$ cat src/rtl/pipe_ctrl_pkg.sv
// Shared types and constants for the pipeline sequencing / hazard control logic.
package pipe_ctrl_pkg;

  localparam int unsigned XLEN  = 32;
  localparam int unsigned REG_W = 5;

  typedef enum logic [1:0] {
    IDLE = 2'd0,
    BUSY = 2'd1,
    DONE = 2'd2
  } state_e;

  localparam logic [REG_W-1:0] REG_ZERO = 5'd0;

  // ID/EX control bundle; NOP is what a bubble turns it into.
  typedef struct packed {
    logic       reg_write;
    logic       mem_to_reg;
    logic       mem_read;
    logic       mem_write;
    logic       branch;
    logic       alu_src;
    logic [1:0] alu_op;
  } idex_ctrl_t;

  localparam idex_ctrl_t NOP = '0;

endpackage

$ cat src/rtl/mem_stall_ctrl_hazard_detect.sv
// Load-use comparator: raw bubble request before stall masking.
module hazard_detect
  import pipe_ctrl_pkg::*;
(
  input  logic             idex_mem_read_i,
  input  logic [REG_W-1:0] idex_rd_i,
  input  logic [REG_W-1:0] ifid_rs1_i,
  input  logic [REG_W-1:0] ifid_rs2_i,
  output logic             bubble_o
);

  assign bubble_o = idex_mem_read_i && (idex_rd_i != REG_ZERO) &&
                    ((idex_rd_i == ifid_rs1_i) || (idex_rd_i == ifid_rs2_i));

endmodule

$ cat src/rtl/mem_stall_ctrl.sv
// Memory-stage sequencer: drives the multi-cycle data memory, freezes the
// pipeline while an access is outstanding and inserts load-use bubbles.
module mem_stall_ctrl
  import pipe_ctrl_pkg::*;
#(
  parameter int unsigned TIMEOUT = 16,
  parameter int unsigned CNT_W   = 5
) (
  input  logic             clk_i,
  input  logic             rst_i,
  input  logic             MemRead_i,
  input  logic             MemWrite_i,
  input  logic [XLEN-1:0]  addr_i,
  input  logic [XLEN-1:0]  data_i,
  input  logic             mem_ack_i,
  input  logic [XLEN-1:0]  mem_rdata_i,
  input  logic             IDEX_MemRead_i,
  input  logic [REG_W-1:0] IDEX_RD_i,
  input  logic [REG_W-1:0] IFID_RS1_i,
  input  logic [REG_W-1:0] IFID_RS2_i,
  output logic             mem_req_o,
  output logic             mem_we_o,
  output logic [XLEN-1:0]  mem_addr_o,
  output logic [XLEN-1:0]  mem_wdata_o,
  output logic [XLEN-1:0]  rdata_o,
  output logic             mem_valid_o,
  output logic             stall_o,
  output logic             hold_o,
  output logic             bubble_o,
  output logic             err_o
);

  state_e           state_q;
  logic [CNT_W-1:0] cnt_q;
  logic [CNT_W-1:0] cnt_d;
  logic             access;
  logic             raw_bubble;

  assign access  = MemRead_i | MemWrite_i;
  assign cnt_d   = cnt_q + CNT_W'(1);
  assign stall_o = (state_q == BUSY) || ((state_q == IDLE) && access);

  hazard_detect u_hazard_detect (
    .idex_mem_read_i (IDEX_MemRead_i),
    .idex_rd_i       (IDEX_RD_i),
    .ifid_rs1_i      (IFID_RS1_i),
    .ifid_rs2_i      (IFID_RS2_i),
    .bubble_o        (raw_bubble)
  );

  // Stall wins; the load-use check only takes effect once the pipeline moves.
  assign bubble_o = raw_bubble & ~stall_o;
  assign hold_o   = bubble_o | stall_o;

  always_ff @(posedge clk_i or posedge rst_i) begin
    if (rst_i) begin
      state_q     <= IDLE;
      cnt_q       <= '0;
      mem_req_o   <= 1'b0;
      mem_we_o    <= 1'b0;
      mem_addr_o  <= '0;
      mem_wdata_o <= '0;
      rdata_o     <= '0;
      mem_valid_o <= 1'b0;
      err_o       <= 1'b0;
    end else begin
      case (state_q)
        IDLE: begin
          mem_valid_o <= 1'b0;
          if (access) begin
            mem_addr_o  <= addr_i;
            mem_wdata_o <= data_i;
            mem_we_o    <= MemWrite_i;
            mem_req_o   <= 1'b1;
            cnt_q       <= '0;
            state_q     <= BUSY;
          end
        end
        BUSY: begin
          if (mem_ack_i) begin
            if (!mem_we_o) begin
              rdata_o <= mem_rdata_i;
            end
            mem_req_o   <= 1'b0;
            mem_valid_o <= 1'b1;
            state_q     <= DONE;
          end else if (cnt_q == CNT_W'(TIMEOUT - 1)) begin
            err_o       <= 1'b1;
            rdata_o     <= '0;
            mem_req_o   <= 1'b0;
            mem_valid_o <= 1'b1;
            state_q     <= DONE;
          end else begin
            cnt_q <= cnt_d;
          end
        end
        // Pipeline advances on this edge, so the instruction is never reissued.
        DONE: begin
          mem_valid_o <= 1'b0;
          state_q     <= IDLE;
        end
        default: begin
          mem_req_o   <= 1'b0;
          mem_valid_o <= 1'b0;
          state_q     <= IDLE;
        end
      endcase
    end
  end

endmodule

$ cat config.mk
export PLATFORM = sky130hd
export DESIGN_NAME = mem_stall_ctrl
export DESIGN_NICKNAME = d
export VERILOG_FILES = /design/src/rtl/pipe_ctrl_pkg.sv /design/src/rtl/mem_stall_ctrl_hazard_detect.sv /design/src/rtl/mem_stall_ctrl.sv
export SDC_FILE = /design/constraint.sdc
export NUM_CORES = 1
export LEC_CHECK = 0
export CAP_MARGIN = 20
export CORE_MARGIN = 1.5
export CORE_UTILIZATION = 42
export CTS_CLUSTER_SIZE = 24
export DETAILED_ROUTE_END_ITERATION = 7
export PLACE_DENSITY = 0.92
export SYNTH_ARGS = -nofsm -noshare
export SYNTH_HDL_FRONTEND = slang
export SYNTH_SLANG_ARGS = --single-unit
$ cat constraint.sdc
create_clock -name clk_i -period 5.7 [get_ports clk_i]
set_input_delay 1.425 -clock clk_i [delete_from_list [all_inputs] [get_ports clk_i]]
set_output_delay 1.425 -clock clk_i [all_outputs]
set_load 0.01 [all_outputs]
==> results_dict.tcl <==
set metrics [dict create \
    status "completed" \
    initial_core_util_pct 43.1 \
    synth_top_area_cell "dfrtp_1" \
    cts_tree "built" \
    max_slew.worst_pin.slew_ps 1060 \
    clkLatencyLatePin_ps 360 \
    grt_pass1_vias 3511 \
    synthTopCellsByCount "dfrtp_1 (107), nand2_1 (67), o21ai_1 (33)" \
    p_int_mw 2.27 \
    hpwl_um 8080 \
    hold_buffers 0 \
    gp_congestion 0.793 \
    clk_pin_slew_ps 90 \
    r2r-start "cnt_q[0]" \
    r2r_end "rdata_o[19]" \
    cts_buffers 9 \
    cts_setup_buffers 0 \
    holdPathEnd "err_o" \
    avgSynthCellArea_um2 12.9 \
    critical_path_peak_fanout 3 \
    cts_root_buf "clkbuf_8" \
    postRouteAntennaNets 0 \
    synth_cell_type_count 31 \
    drc_errors 0 \
    synth_top_area_share_pct 60.8 \
    grt_max_degree 78 \
    top_usage_layer "met2" \
    diodes 0 \
    place_ws_ps 1020 \
    cts.sinks 107 \
    hp-start "err_o" \
    ir_drop_mv 0.363 \
    syn_to_final_growth_pct 55.6 \
    antenna_found_initial 0 \
    async_flop_share_pct 100 \
    viasPerCell 4.78 \
    worstHoldPathCells 1 \
    die_y_um 105 \
    met1_usage_pct 22.4 \
    wl_per_cell_um 15.4 \
    clock_skew_ps 12.7 \
    rsz0062_at_grt "no" \
    synthCells 342 \
    r2r_slack_ps 3210 \
    crit_path_end_kind "output port" \
    yosys_warnings 0 \
    setup_ws_ps 1040 \
    grt_pass1_wl_um 17200 \
    fin_crit_sh_pct 81.8 \
    overflow 0 \
    placed_cell_area_um2 6660 \
    synth_top_flop_cell "dfrtp_1" \
    drive_gt1_share_pct 14.1 \
    ctsHtreeMaxLevel 3 \
    power.switching_mw 1.03 \
    port_buffers 219 \
    nets 675 \
    yosysMostFrequentCell "dfrtp_1" \
    cts_buffer_depth 2 \
    switching_share_pct 31.3 \
    met2_usage_pct 33.9 \
    fmax_ghz 0.214 \
    power_density_nw_per_um2 481 \
    fp-row-count 37 \
    slew_violations 0 \
    via_count 3333 \
    synth-seq-area-share_pct 60.8 \
    coreArea_um2 10200 \
    period_minus_slack_ps 4660 \
    p_comb_share_pct 46.4 \
    final.setup.tns_ps 0 \
    io_pins 220 \
    clock_power_share_pct 14.1 \
    dr.pass1.iters 4 \
    wl_um 10800 \
    start_kind "input pin" \
    leakage_nw 2.94 \
    sequentialPowerShare_pct 39.5 \
    finalSetupViolations 0 \
    hp-class "flop to flop" \
    critPathArrivalTime_ps 3240 \
    initialDrtViolationCount 109 \
    relSlewSlack_pct 29.4 \
    reg2reg_depth 6 \
    design_area_um2 6860 \
    synth.cell_area_um2 4410 \
    use_met3_pct 5.81 \
    ctsResizeCount 0 \
    die_w_um 105 \
    critPathRequiredTime_ps 4280 \
    worstSetupPathType "input pin to output port" \
    synthTopCellsByArea "dfrtp_1 (61%), mux2_4 (9.2%), mux2_2 (7.7%)" \
    synth.ff_latch_count 107 \
    cap_violations 0 \
    synth_edf_count 0 \
    syn_nets 461 \
    globalRouteTotalUtil_pct 19.7 \
    die_area_um2 11100 \
    final-hold-violation-count 0 \
]
==> routing by layer <==
metal | vias up | share of wire, % | wire length, um
met5 | - | 0 | 0
met1 | 1594 | 38 | 4120
met3 | 25 | 7.2 | 775
met4 | 0 | 3.3 | 360
met2 | 138 | 51 | 5500
li1 | 1576 | - | -
==> power groups by stage <==
stage	sequential [mW]	clock, mW	combinational [mW]
floorplan	1.46	0	0.514
global route	1.35	0.518	1.62
global placement	1.29	0	1.50
finish	1.30	0.466	1.53
CTS	1.31	0.481	1.55
detailed placement	1.32	0	1.54
==> state kept, by name (all words and copies together) (netlist names) <==
register,flops
mem_we_o,1
rdata_o,32
state_q,2
mem_valid_o,1
mem_addr_o,32
err_o,1
cnt_q,5
mem_req_o,1
mem_wdata_o,32
==> stage by stage <==
| step | hold WS [ps] | total power, mW | instances | util, % |
|---|---|---|---|---|
| 3_3_place_gp | 462 | 2.79 | 681 | 65.1 |
| 2_1_floorplan | 458 | 1.97 | 342 | - |
| 4_1_cts | 498 | 3.34 | 697 | 67.0 |
| 5_1_grt | 514 | 3.49 | 697 | 67.0 |
| 6_report | 488 | 3.30 | 697 | 67.0 |
| 3_5_place_dp | 476 | 2.86 | 681 | 65.1 |
==> worst max-delay path by stage <==
stage | startpoint | endpoint | cells after the start | slack (ps)
3_5_place_dp | IDEX_RD_i[1] | hold_o | 5 | 1020
6_report | IDEX_RD_i[1] | hold_o | 5 | 1040
4_1_cts | IDEX_RD_i[1] | hold_o | 5 | 1020
3_3_place_gp | IDEX_RD_i[1] | hold_o | 5 | 1100
2_1_floorplan | rst_i | cnt_q[0] | 1 | 1460
5_1_grt | IDEX_RD_i[3] | hold_o | 5 | 950
==> cells in the final DEF (no fill, tap or decap), types with 5 or more instances in the layout <==
cell type        instances
clkdlybuf4s50_1        219
dfrtp_1                107
nand2_1                 67
o21ai_1                 33
mux2_2                  30
mux2_4                  27
xor2_1                  12
nor2_1                  10
clkbuf_8                 9
mux2_1                   8
nor3_1                   5
==> worst max-delay path: stages <==
cell and delay (ps):
clkdlybuf4s50_1 460, or4_1 550, o21ai_1 200, o22ai_1 110, clkdlybuf4s50_1 500
==> area by class of cell <==
| cell class | instances | area [um2] |
|---|---|---|
| tap | 136 | 170 |
| clock inverter | 6 | 71.3 |
| multi-input combinational | 213 | 1590 |
| clock buffer | 10 | 128 |
| fill | 747 | 3370 |
| timing repair buffer | 221 | 2210 |
| inverter | 4 | 17.5 |
| sequential | 107 | 2680 |
==> cells by family (layout without fill, tap and decap cells) <==
| family | after synthesis | count (layout) | synth area share (%) |
|---|---|---|---|
| flip-flops | 107 | 107 | 60.8 |
| AO/OA/AOI/OAI | 42 | 42 | 5.31 |
| AND/OR/NAND/NOR | 91 | 91 | 8.43 |
| XOR/XNOR | 12 | 12 | 2.38 |
| buffers and inverters | 22 | 241 | 3.41 |
| adder cells (fa/ha/maj) | 2 | 2 | 0.568 |
| multiplexers | 66 | 66 | 19.1 |
Power figures use the tool's default switching activity.
